### config.mk
export PLATFORM = sky130hd
export DESIGN_NAME = imm_ext_stage
export DESIGN_NICKNAME = d
export VERILOG_FILES = /design/src/rtl/imm_ext_pkg.sv /design/src/rtl/imm_ext_comb.sv /design/src/rtl/imm_ext_stage.sv
export SDC_FILE = /design/constraint.sdc
export NUM_CORES = 1
export LEC_CHECK = 0
export ABC_AREA = 1
export CAP_MARGIN = 20
export CORE_MARGIN = 2
export CORE_UTILIZATION = 56
export DETAILED_ROUTE_END_ITERATION = 16
export GPL_TIMING_DRIVEN = 1
export PLACE_DENSITY_LB_ADDON = 0.05
export SLEW_MARGIN = 20
export SYNTH_ARGS = -nofsm -noshare
export SYNTH_HDL_FRONTEND = slang
export SYNTH_SLANG_ARGS = --single-unit
### constraint.sdc
create_clock -name clk -period 2.34 [get_ports clk]
set_input_delay 0.351 -clock clk [delete_from_list [all_inputs] [get_ports clk]]
set_output_delay 0.351 -clock clk [all_outputs]
set_load 0.03 [all_outputs]
### src/rtl/imm_ext_pkg.sv
`default_nettype none
// ============================================================================
// Module      : imm_ext_pkg
// Description : Shared mode encodings and helpers for the DLX immediate
//               extension stage.
// Revision    : 1.0 - initial release
// ============================================================================
package imm_ext_pkg;

    localparam int MODE_W = 3;

    localparam logic [MODE_W-1:0] MODE_ZERO  = 3'd0;
    localparam logic [MODE_W-1:0] MODE_SIGN  = 3'd1;
    localparam logic [MODE_W-1:0] MODE_UPPER = 3'd2;
    localparam logic [MODE_W-1:0] MODE_JUMP  = 3'd3;
    localparam logic [MODE_W-1:0] MODE_BYTE  = 3'd4;

    // Encodings above MODE_BYTE are reserved and flagged as errors.
    function automatic logic is_legal_mode(input logic [MODE_W-1:0] mode);
        return (mode <= MODE_BYTE);
    endfunction

endpackage
`default_nettype wire

### src/rtl/imm_ext_comb.sv
`default_nettype none
// ============================================================================
// Module      : imm_ext_comb
// Description : Combinational immediate extender (zero/sign/upper/jump/byte)
//               with illegal-mode flag.
// Revision    : 1.0 - initial release
// ============================================================================
module imm_ext_comb
    import imm_ext_pkg::*;
#(
    parameter int IN_W  = 16,
    parameter int JMP_W = 26,
    parameter int OUT_W = 32
) (
    input  logic [JMP_W-1:0]  imm_in,
    input  logic [MODE_W-1:0] mode,
    output logic [OUT_W-1:0]  value,
    output logic              err
);

    // Select the extension rule; illegal modes produce a zero value.
    always_comb begin
        value = '0;
        err   = !is_legal_mode(mode);
        case (mode)
            MODE_ZERO:  value = {{(OUT_W-IN_W){1'b0}}, imm_in[IN_W-1:0]};
            MODE_SIGN:  value = {{(OUT_W-IN_W){imm_in[IN_W-1]}}, imm_in[IN_W-1:0]};
            MODE_UPPER: value = {imm_in[IN_W-1:0], {(OUT_W-IN_W){1'b0}}};
            // Signed cast handles OUT_W == JMP_W without a zero-width replication.
            MODE_JUMP:  value = OUT_W'($signed(imm_in));
            MODE_BYTE:  value = {{(OUT_W-8){imm_in[7]}}, imm_in[7:0]};
            default:    value = '0;
        endcase
    end

endmodule
`default_nettype wire

### src/rtl/imm_ext_stage.sv
`default_nettype none
// ============================================================================
// Module      : imm_ext_stage
// Description : Pipelined immediate-extension stage between decode and
//               execute. Extends on entry and stores results in a small
//               skid buffer with valid/ready handshakes and flush.
// Revision    : 1.0 - initial release
// ============================================================================
module imm_ext_stage
    import imm_ext_pkg::*;
#(
    parameter int IN_W  = 16,
    parameter int JMP_W = 26,
    parameter int OUT_W = 32,
    parameter int DEPTH = 2
) (
    input  logic              clk,
    input  logic              reset,
    input  logic              flush,
    input  logic              in_valid,
    output logic              in_ready,
    input  logic [JMP_W-1:0]  imm_in,
    input  logic [MODE_W-1:0] mode,
    output logic              out_valid,
    input  logic              out_ready,
    output logic [OUT_W-1:0]  imm_out,
    output logic              mode_err
);

    localparam int c_ptr_w = $clog2(DEPTH);
    localparam int c_cnt_w = c_ptr_w + 1;
    localparam logic [c_ptr_w-1:0] c_ptr_one   = c_ptr_w'(1);
    localparam logic [c_cnt_w-1:0] c_cnt_one   = c_cnt_w'(1);
    localparam logic [c_cnt_w-1:0] c_depth_cnt = c_cnt_w'(DEPTH);

    logic [OUT_W-1:0]   w_ext_value;
    logic               w_ext_err;
    logic               w_push;
    logic               w_pop;

    logic [OUT_W-1:0]   r_data [DEPTH];
    logic               r_err  [DEPTH];
    logic [c_ptr_w-1:0] r_wr_ptr;
    logic [c_ptr_w-1:0] r_rd_ptr;
    logic [c_cnt_w-1:0] r_count;
    // Last popped entry, presented while the buffer is empty.
    logic [OUT_W-1:0]   r_hold_value;
    logic               r_hold_err;

    imm_ext_comb #(
        .IN_W  (IN_W),
        .JMP_W (JMP_W),
        .OUT_W (OUT_W)
    ) u_comb (
        .imm_in (imm_in),
        .mode   (mode),
        .value  (w_ext_value),
        .err    (w_ext_err)
    );

    // Handshake and output views derived from registered state only.
    always_comb begin
        in_ready  = (r_count < c_depth_cnt);
        out_valid = (r_count != '0);
        w_push    = in_valid && in_ready;
        w_pop     = out_valid && out_ready;
        imm_out   = out_valid ? r_data[r_rd_ptr] : r_hold_value;
        mode_err  = out_valid ? r_err[r_rd_ptr]  : r_hold_err;
    end

    // Buffer storage, pointers and occupancy; reset > flush > push/pop.
    always_ff @(posedge clk) begin
        if (reset) begin
            r_wr_ptr     <= '0;
            r_rd_ptr     <= '0;
            r_count      <= '0;
            r_hold_value <= '0;
            r_hold_err   <= 1'b0;
            for (int i = 0; i < DEPTH; i++) begin
                r_data[i] <= '0;
                r_err[i]  <= 1'b0;
            end
        end else if (flush) begin
            r_wr_ptr <= '0;
            r_rd_ptr <= '0;
            r_count  <= '0;
        end else begin
            if (w_push) begin
                r_data[r_wr_ptr] <= w_ext_value;
                r_err[r_wr_ptr]  <= w_ext_err;
                r_wr_ptr         <= r_wr_ptr + c_ptr_one;
            end
            if (w_pop) begin
                r_hold_value <= r_data[r_rd_ptr];
                r_hold_err   <= r_err[r_rd_ptr];
                r_rd_ptr     <= r_rd_ptr + c_ptr_one;
            end
            case ({w_push, w_pop})
                2'b10:   r_count <= r_count + c_cnt_one;
                2'b01:   r_count <= r_count - c_cnt_one;
                default: r_count <= r_count;
            endcase
        end
    end

endmodule
`default_nettype wire
# After elaboration in Yosys (flattened, before gate mapping)
# Memory sizes are Yosys's and may differ from the RTL's. A register that Yosys moved wholly into a read port is not among the register bits.
# Index checks and enable logic that the tools add are counted.
[classes]
muxes = 20
n_div = 0
bitwise = 1
magnitude_cmp = 2
eq_ne = 6
n_reduce_logical = 10
shift = 0
n_mul = 0
n_addsub = 4
[ops]
columns = ["op", "n"]
rows = [
  ["32-bit case mux with 5 select lines", 1],
  ["32-bit two-way mux", 2],
  ["32-bit OR reduction", 1],
  ["1-bit two-way mux", 16],
  ["3-bit by 2-bit equality test with 1-bit output (second input constant)", 2],
  ["2-bit case mux with 2 select lines", 1],
  ["2-bit nonzero test", 2],
  ["3-bit by 1-bit equality test with 1-bit output (second input constant)", 1],
  ["3-bit equality test (second input constant)", 1],
  ["3-bit <= comparator (second input constant)", 1],
  ["3-bit logical NOT", 1],
  ["1-bit adder (second input constant)", 2],
  ["2-bit by 1-bit adder with 2-bit output (second input constant)", 1],
  ["2-bit by 1-bit equality test with 1-bit output (second input constant)", 1],
  ["2-bit equality test (second input constant)", 1],
  ["1-bit logical AND", 2],
  ["2-bit < comparator (second input constant)", 1],
  ["2-bit AND reduction", 1],
  ["2-bit OR reduction", 1],
  ["2-bit by 1-bit subtractor with 2-bit output (second input constant)", 1],
  ["1-bit logical NOT", 1],
  ["1-bit inverter", 1],
  ["1-bit OR reduction", 1],
]
[word_totals]
word_cells = 50
rom_bits = 0
register_bits = 37
out_inout_bits = 35
latch_bits = 0
in_bits = 34
memories = 2
ramBits = 66
[memory_table]
columns = ["memory", "depth", "word_bits", "rd", "rd_ports_with_merged_regs", "write_ports", "line", "rtl"]
rows = [
  ["r_data", 2, 32, 1, 1, 2, "imm_ext_stage.sv:41", "logic [OUT_W-1:0] r_data [DEPTH];"],
  ["r_err", 2, 1, 1, 1, 2, "imm_ext_stage.sv:42", "logic r_err [DEPTH];"],
]

# Logic depth before layout (Yosys ltp)
# Gate-level depths: netlist of run 1.
[logic_depth]
depth_word = 8
ltp_mapped = 9
mapped_depth_nobuf = 8

# By module
# A second synthesis of run 1 with hierarchy kept.
[hier_totals]
hier_cells = 820
area_unflattened_um2 = 5706.7
[modules_own_cells]
columns = ["mod", "n_inst", "cells_per_inst", "area_each_um2"]
rows = [
  ["imm_ext_stage", 1, 699, 5192.5],
  ["imm_ext_comb", 1, 121, 514.2],
]

# Worst setup path before layout of run 1
# OpenSTA, ideal clock, no wires.
[synth_timing]
kind = "reg-to-reg"
from = "reg r_count[1]"
to = "mem r_data[0][0], enable pin"
slack_ps = 226
required_time_ps = 1949
arrival_time_ps = 1723
n_path_buf = 1
path_stages_with_launch = 7
path_cell_list = "dfxtp_1 -> inv_2 -> nand2_1 -> nor2_1 -> nand2_2 -> buf_2 -> nand2_1"
[synth_rtl]
columns = ["element", "line", "rtl"]
rows = [
  ["start: declaration", "imm_ext_stage.sv:45", "logic [c_cnt_w-1:0] r_count;"],
  ["start signal: assignment", "imm_ext_stage.sv:99", "2'b10: r_count <= r_count + c_cnt_one;"],
  ["start signal: assignment", "imm_ext_stage.sv:100", "2'b01: r_count <= r_count - c_cnt_one;"],
  ["start signal: assignment", "imm_ext_stage.sv:101", "default: r_count <= r_count;"],
  ["end: declaration", "imm_ext_stage.sv:41", ""],
]

# Worst setup path after layout of run 1
[layout_timing]
from = "reg r_count[1]"
to = "out imm_out[26]"
[layout_via]
elab_chain_len = 2
[layout_rtl]
columns = ["element", "line", "rtl"]
rows = [
  ["2-bit nonzero test", "imm_ext_stage.sv:64", "out_valid = (r_count != '0);"],
  ["32-bit two-way mux", "imm_ext_stage.sv:67", "imm_out = out_valid ? r_data[r_rd_ptr] : r_hold_value;"],
  ["end: declaration", "imm_ext_stage.sv:26", "output logic [OUT_W-1:0] imm_out,"],
]
# Every way passes these cells.

==> results of run 1 <==
## cells in the final DEF (no fill, tap or decap)
cell	n
nand2_2	4
nand3_1	35
nand4_1	26
nand4_2	1
inv_1	148
nor3_1	16
clkinvlp_4	1
bufinv_16	1
clkbuf_1	1
clkbuf_8	10
clkinv_2	2
buf_12	2
dfxtp_1	38
nand3_2	1
inv_2	3
a31oi_1	1
a21oi_1	15
nor2_1	92
clkdlybuf4s50_1	35
nor2_8	1
o21ai_0	36
nor2_4	3
ha_1	1
clkinv_1	2
clkinv_4	1
nor2_2	1
edfxtp_1	66
nand2_1	232
buf_4	49
a21oi_2	1
## where the power goes
group | switching (uW) | internal, uW
combinational | 421 | 220
sequential | 26.1 | 2020
clock | 598 | 523
total | 1050 | 2770
## kinds of logic (layout without fill, tap and decap cells)
family,count (synthesis),after routing,share of synthesized area
fa+ha+maj,1,1,0.00226
compound gates,53,53,0.0487
simple gates,412,412,0.314
flops,104,104,0.494
buf+inv,194,255,0.141
## synth_stat cells
cell and number:
dfxtp_1 38, clkbuf_1 12, nor2_2 1, clkinv_1 2, buf_4 1, a21oi_2 1
nor2_1 92, nor3_1 16, inv_1 148, nand2_2 4, nand2_1 232, buf_2 26
a21oi_1 15, o21ai_0 36, inv_2 3, edfxtp_1 66, a31oi_1 1, nand3_1 35
nand4_1 26, nand4_2 1, nor2_8 1, buf_6 2, nand3_2 1, nor2_4 3
ha_1 1
## final cells by class
cell class / instances / area (um2)
inverters: 153 / 574
multi-input cells: 466 / 2020
flip-flops and latches: 104 / 2740
clock buffers: 11 / 141
clock inverters: 5 / 56.3
fillers: 849 / 3220
well taps: 133 / 166
repair buffers: 86 / 758
## metal layers
metal / routed length (um) / up-vias / share of wire
met3: 858 / 11 / 0.067
met1: 6000 / 2102 / 0.47
met4: 119 / 0 / 0.0093
met5: 0 / - / 0
li1: - / 2452 / -
met2: 5760 / 146 / 0.45
## stage by stage
stage / hold slack (ps) / util / setup WS (ps) / power (uW) / area (um2)
floorplan: 467 / - / 226 / 2490 / 5550
global placement: 477 / 0.647 / 329 / 2720 / 6270
detailed placement: 495 / 0.647 / 271 / 2730 / 6270
CTS: 510 / 0.667 / 184 / 3840 / 6460
global route: 529 / 0.667 / 61.7 / 4000 / 6460
finish: 507 / 0.667 / 204 / 3810 / 6460
## tightest hold or removal path: cells and delay by family, from the launching register on
family	cells	cell delay, ps
flip-flops	1	340
AND/OR/NAND/NOR	2	140
## state kept, by name, indices dropped and copies added, names as in the netlist, named ones only
name and flops:
r_count 2, r_data 64, r_err 2, r_hold_err 1, r_hold_value 32, r_rd_ptr 1
r_wr_ptr 1
## how the worst max path moves through the flow
stage                    start                to  cells after the start
floorplan           r_count[1]      r_data[0][0]                      6
global placement     out_ready  r_hold_value[26]                      7
detailed placement   out_ready  r_hold_value[11]                      7
CTS                 r_count[1]       imm_out[26]                      5
global route        r_count[1]       imm_out[11]                      5
finish              r_count[1]       imm_out[26]                      5
==> impl_metrics.ini, run 1 <==
[clock_network]
cts_sinks = 104
cts_root_buf = clkbuf_8
cts_buffer_depth = 2
cts_resized = 0
clock_latency_ps = 360
cts_inserted_buffers = 9
hold_buffers = 0
tritoncts = built
htree_levels = 3
clk_pin_slew_ps = 90
post_cts_buffers = 0

[die]
ios = 69
core_area_um2 = 9680
start_util = 0.573
fp.dieH_um = 104
die_area_um2 = 10700
num_rows = 36
die-width_um = 104

[hold_path]
min_path_type = register to register
whs_path_depth = 2
worstHoldEndpoint = r_wr_ptr
holdCritStartpoint = r_wr_ptr

[timing]
finalSetupTns_ps = 0
fin_crit_ps = 2140
max_freq_mhz = 468
slew_viol_final = 0
worst_slew_pin_slew_ps = 639
slew_headroom = 0.573
fin_crit_sh = 0.913
rsz0062_at_grt = false
hold_viol = 0
fin_skew_ps = 12.9
finalSetupViolations = 0

[placement]
finalWeightedCongestion = 0.867
dp.cells = 942
portBuffers = 68
hpwl_um = 8880

[logic_synthesis]
synth-seq-cells = 104
yosysTopAreaCell = edfxtp_1
synth_warnings = 0
postSynthAreaPerCell_um2 = 7.26
synth_top_area_frac = 0.357
synth_cells = 764
yosysUniqueCellTypes = 25
synthesis.nets = 799
netlist_top_cells_area = edfxtp_1 (36%), nand2_1 (16%), dfxtp_1 (14%)
yosysSeqAreaShare = 0.494
synth.cell_area_um2 = 5550

[detailed_routing]
drc = 0
vias_per_cell = 4.92
wl_per_cell_um = 13.3
first_pass_iters = 5
via_count = 4711
routed_wl_um = 12700
detail-route-antenna-nets = 0
drt_iter0_markers = 354

[worst_setup_path]
cpPeakStageDelay_ps = 360
cpLargestDelayFamily = buffers and inverters
cp.required_ps = 1990
r2r-start = r_count[1]
r2r_end = r_hold_value[11]
slowest_stage = dfxtp_1
worstSetupPathType = register to primary output
critical_path_buf_inv_count = 2
cpMostUsedCell = buf_4
path_max_fanout = 28
rrSetupSlack_ps = 670
path_cells = nor2_4 > buf_4 > nand2_1 > o21ai_0 > buf_4
critPathLaunchType = register
endpoint_kind = primary output
cp.arrival_ps = 1790
rr_worst_depth = 6

[cells_and_area]
final_cells = 958
n_antenna_cell = 0
fin_nets = 855
area_growth_syn_to_layout_pct = 16.5
drive_above_1_share = 0.0982

[global_routing]
grt.met1_usage = 0.367
use_met3 = 0.0422
grt_util_met2 = 0.383
antenna_found_initial = 0
overflow = 0
grt-busiest-layer = met2
grt_pass1_wl_um = 21600
grt_max_degree = 35
globalRouteTotalUtil = 0.248
grt_pass1_vias = 4359

[run_status]
status = complete, no violations

[power]
peakVddDrop_v = 0.000320
leakage_uw = 0.00299
power_density_nw_per_um2 = 589

[flow_run]
max-cap-violations = 0
(Power assumes the default switching activity.)
==> run 2, diff against run 1 <==
--- a/config.mk
+++ b/config.mk
@@ -9,10 +9,10 @@
 export CAP_MARGIN = 20
 export CORE_MARGIN = 2
 export CORE_UTILIZATION = 56
+export CTS_CLUSTER_DIAMETER = 50
 export DETAILED_ROUTE_END_ITERATION = 16
 export GPL_TIMING_DRIVEN = 1
-export PLACE_DENSITY_LB_ADDON = 0.05
-export SLEW_MARGIN = 20
+export PLACE_DENSITY = 0.8
 export SYNTH_ARGS = -nofsm -noshare
 export SYNTH_HDL_FRONTEND = slang
 export SYNTH_SLANG_ARGS = --single-unit
==> run 2 against run 1 <==
  * Sequential share of layout area decreased by 0.090 points
  * Core utilization increased by 0.14 points
  * Count of clock-buffer cells in the layout decreased by 1
  * Die area unchanged
  * Global-route usage decreased by 0.25 points
==> impl_metrics.ini, run 2 (same netlist as run 1, synthesis figures left out) <==
[die]
core_area_um2 = 9680
num_rows = 36
fp.dieH_um = 104
start_util = 0.573
die-width_um = 104
ios = 69
die_area_um2 = 10700

[timing]
rsz0062_at_grt = false
fin_skew_ps = 10.7
finalSetupViolations = 0
fin_crit_ps = 2230
worst_slew_pin_slew_ps = 639
hold_viol = 0
max_freq_mhz = 448
fin_crit_sh = 0.955
whs_ps = 513
slew_headroom = 0.572
slew_viol_final = 0

[worst_setup_path]
endpoint_kind = primary output
path_max_fanout = 16
cp.arrival_ps = 1880
cp.required_ps = 1990
critPathLaunchType = register
worstSetupPathType = register to primary output

[global_routing]
grt.met1_usage = 0.351
grt_max_degree = 35
antenna_found_initial = 0
overflow = 0
use_met3 = 0.0396
grt_util_met2 = 0.389
grt_pass1_vias = 4512
globalRouteTotalUtil = 0.246
grt-busiest-layer = met2
grt_pass1_wl_um = 21600

[placement]
finalWeightedCongestion = 0.984
dp.cells = 940
portBuffers = 68
hpwl_um = 8770

[clock_network]
cts_root_buf = clkbuf_8
hold_buffers = 0
cts_inserted_buffers = 9
clock_latency_ps = 370
cts_buffer_depth = 2
tritoncts = built
cts_sinks = 104
htree_levels = 3
clk_pin_slew_ps = 90

[power]
power_density_nw_per_um2 = 586
leakage_uw = 0.00299
peakVddDrop_v = 0.000264
p_total_uw = 3800

[detailed_routing]
first_pass_iters = 5
routed_wl_um = 12900
drc = 0
wl_per_cell_um = 13.5
drt_iter0_markers = 243
via_count = 4859
vias_per_cell = 5.07
detail-route-antenna-nets = 0

[cells_and_area]
fin_nets = 856
multi_input_area_um2 = 2020
top_register = r_data
seqCellArea_um2 = 2740
post-route-util = 0.669
final_cell_mix = nand2_1 (232), inv_1 (147), nor2_1 (92)
top_regs = r_data (64), r_hold_value (32)
area_growth_syn_to_layout_pct = 16.8
mostFrequentLayoutCell = nand2_1
drive_above_1_share = 0.0993
n_fill_cell = 801
largest_reg_flops = 64
n_antenna_cell = 0
final_cells = 959

[hold_path]
min_path_type = register to register

[run_status]
status = complete, no violations

[flow_run]
max-cap-violations = 0
## run 2: changes by cell type in the layout (fill, tap and decap cells not counted)
cell	change
o21ai_1	+2
o21ai_0	-2
inv_1	-1
clkinvlp_2	+1
clkbuf_8	-1
buf_12	+1
clkinv_2	-1
buf_4	-1
clkinv_1	+1
clkinvlp_4	+2
## run 2: worst paths after layout
kind | depth (start not counted) | slack [ps] | start | to
setup / recovery | 5 | 110 | register | imm_out[24]
hold / removal | 4 | 510 | r_hold_value[13] | r_hold_value[13]
setup reg to reg | 7 | 500 | r_count[1] | r_hold_value[8]
hold reg to reg | 4 | 510 | r_hold_value[13] | r_hold_value[13]
## run 2: where the power goes
part	leakage (uW)	internal (uW)	switching (uW)
registers	0.00100	2020	27.7
logic	0.00190	222	424
clock network	0.0000898	490	612
## run 2: critical path: stages (launching register included)
cell and delay [ps]:
dfxtp_1 480, clkinvlp_4 400, nand2_1 150, nand2_1 90
o21ai_0 190, buf_4 200
## run 2: per-stage QoR
step           TNS (ps)  worst slack, ps  area, um2
6_report              0              106       6480
5_1_grt               0             31.4       6480
4_1_cts           -96.2            -39.0       6440
3_5_place_dp          0              272       6250
3_3_place_gp          0              357       6250
2_1_floorplan         0              226       5550
## run 2: area by class of cell
cell class | instances | share of cell area
Sequential cell | 104 | 0.423
Multi-Input combinational cell | 466 | 0.313
Timing Repair Buffer | 86 | 0.119
Inverter | 153 | 0.0892
Tap cell | 133 | 0.0257
Clock buffer | 10 | 0.0197
Clock inverter | 6 | 0.00927
Timing Repair inverter | 1 | 0.00116
## run 2: layer usage
| layer | vias up | wire length [um] |
|---|---|---|
| met2 | 185 | 5970 |
| met1 | 2195 | 5870 |
| met3 | 21 | 838 |
| met4 | 0 | 256 |
| li1 | 2458 | - |
| met5 | - | 0 |
## run 2: repair_timing
item                                    CTS  global route
gates cloned                              0             1
buffers inserted                          0             2
endpoints found under the setup margin   22            33
pin swaps                                 0             0
resized for setup                         3             1
==> run 3, diff against run 2 <==
--- a/config.mk
+++ b/config.mk
@@ -6,13 +6,13 @@
 export NUM_CORES = 1
 export LEC_CHECK = 0
 export ABC_AREA = 1
-export CAP_MARGIN = 20
 export CORE_MARGIN = 2
 export CORE_UTILIZATION = 56
 export CTS_CLUSTER_DIAMETER = 50
 export DETAILED_ROUTE_END_ITERATION = 16
 export GPL_TIMING_DRIVEN = 1
 export PLACE_DENSITY = 0.8
+export SETUP_SLACK_MARGIN = 0.4
 export SYNTH_ARGS = -nofsm -noshare
 export SYNTH_HDL_FRONTEND = slang
 export SYNTH_SLANG_ARGS = --single-unit
==> run 3 against run 2 <==
  * Power rose by 2.5%
  * Routed wire length rose by 7.4%
  * Clock power barely moved
  * Final area rose by 5.1%
  * Core utilization rose by 3.4 points
  * Cell count rose by 1.3%
  * Critical path depth rose by 1
  * Fmax rose by 15%
==> impl_metrics.ini, run 3 (same netlist as run 1, synthesis figures left out) <==
[run_status]
status = complete, no violations

[timing]
finalSetupTns_ps = 0
slew_viol_final = 0
fin_crit_sh = 0.831
fin_skew_ps = 11.1
hold_viol = 0
fin_crit_ps = 1950
max_freq_mhz = 514
whs_ps = 513
worst_slew_pin_slew_ps = 404
post-route-worst-setup-slack_ps = 395
slew_headroom = 0.728
finalSetupViolations = 0
rsz0062_at_grt = true

[clock_network]
htree_levels = 3
cts_root_buf = clkbuf_8
hold_buffers = 0
cts_sinks = 104
clk_pin_slew_ps = 90
cts_buffer_depth = 2
clock_latency_ps = 370
tritoncts = built
cts_inserted_buffers = 9

[placement]
finalWeightedCongestion = 0.917
dp_slack_ps = 202
hpwl_um = 8910
portBuffers = 68

[global_routing]
grt_max_degree = 35
grt_pass1_vias = 4532
grt_pass1_wl_um = 22500
overflow = 0
antenna_found_initial = 0
globalRouteTotalUtil = 0.261

[die]
fp.dieH_um = 104
core_area_um2 = 9680
die-width_um = 104
die_area_um2 = 10700
ios = 69
start_util = 0.573
num_rows = 36

[cells_and_area]
post-route-util = 0.703
final_cell_mix = nand2_1 (209), inv_1 (147), nor2_1 (92)
fin_nets = 868
largest_reg_flops = 64
n_antenna_cell = 0
area_growth_syn_to_layout_pct = 22.7
drive_above_1_share = 0.155
mostFrequentLayoutCell = nand2_1
n_fill_cell = 755
top_regs = r_data (64), r_hold_value (32)
top_register = r_data

[power]
peakVddDrop_v = 0.000267
power_density_nw_per_um2 = 572
leakage_uw = 0.00310

[worst_setup_path]
cpPeakStageDelay_ps = 400
critPathLaunchType = register
slowest_stage = dfxtp_4
cp.required_ps = 1990
worstSetupPathType = register to primary output
cpLargestDelayFamily = buffers and inverters
cp.arrival_ps = 1590
endpoint_kind = primary output
critical_path_buf_inv_count = 3
rrSetupSlack_ps = 540
path_max_fanout = 8
cpMostUsedCell = nand2_1
path_cells = clkinvlp_4 > buf_6 > nand2_1 > nand2_1 > o21ai_1 > buf_4

[detailed_routing]
routed_wl_um = 13900
first_pass_iters = 5
vias_per_cell = 5.08
detail-route-antenna-nets = 0
drc = 0
wl_per_cell_um = 14.3
drt_iter0_markers = 324
via_count = 4936

[hold_path]
min_path_type = register to register

[flow_run]
max-cap-violations = 0
[run 3: cell types whose count changed in the layout (fill, tap and decap cells not counted), moves of 3 or more]
| cell | previous run | this run |
|---|---|---|
| nand2_1 | 232 | 209 |
| o21ai_0 | 34 | 5 |
| buf_4 | 48 | 42 |
| nand2_2 | 4 | 20 |
| o21ai_2 | 0 | 13 |
| buf_12 | 3 | 6 |
| buf_6 | 0 | 15 |
| o21ai_1 | 2 | 18 |
| nand2_4 | 0 | 7 |
[run 3: tightest hold or removal path, stage by stage, from the launching register on]
cell     delay, ps
dfxtp_1        320
inv_1           50
nand2_1         40
inv_1           40
nor2_1          30
[run 3: report_power, final]
group / switching [uW] / leakage (uW) / total [uW] / internal (uW)
Clock: 612 / 0.0000872 / 1110 / 495
Sequential: 27.7 / 0.00100 / 2050 / 2020
Combinational: 463 / 0.00202 / 735 / 272
Total: 1100 / 0.00310 / 3890 / 2790
[run 3: layout make-up]
class | count | area, um2 | share of cell area
clock inverters | 5 | 57.6 | 0.00846
clock buffers | 11 | 131 | 0.0193
repair buffers | 98 | 953 | 0.140
flip-flops and latches | 104 | 2750 | 0.403
multi-input cells | 466 | 2170 | 0.318
repair inverters | 1 | 7.51 | 0.00110
inverters | 153 | 578 | 0.0849
well taps | 133 | 166 | 0.0244
[run 3: routing by layer]
layer	routed length (um)	global-route usage	vias to the layer above
met4	264	0.0811	0
li1	-	-	2484
met5	0	0	-
met3	970	0.0522	23
met1	5920	0.359	2243
met2	6750	0.421	186
[run 3: through the flow]
step / cells / instance area (um2) / power, uW
floorplan: 764 / 5550 / 2490
global placement: 939 / 6250 / 2710
detailed placement: 939 / 6250 / 2730
CTS: 962 / 6520 / 3820
global route: 971 / 6810 / 4050
finish: 971 / 6810 / 3890
[run 3: path summary, 6_finish.rpt]
kind,cells past startpoint,to,startpoint
hold / removal,4,r_hold_value[3],r_hold_value[3]
setup reg to reg,8,r_count[1],r_count[1]
hold reg to reg,4,r_hold_value[3],r_hold_value[3]
setup / recovery,6,imm_out[31],register
[run 3: timing repair]
item / CTS / global route
setup endpoints to repair: 34 / 58
setup buffers: 6 / 9
resized for setup: 22 / 76
pin swaps: 1 / 20
cloned: 1 / 0
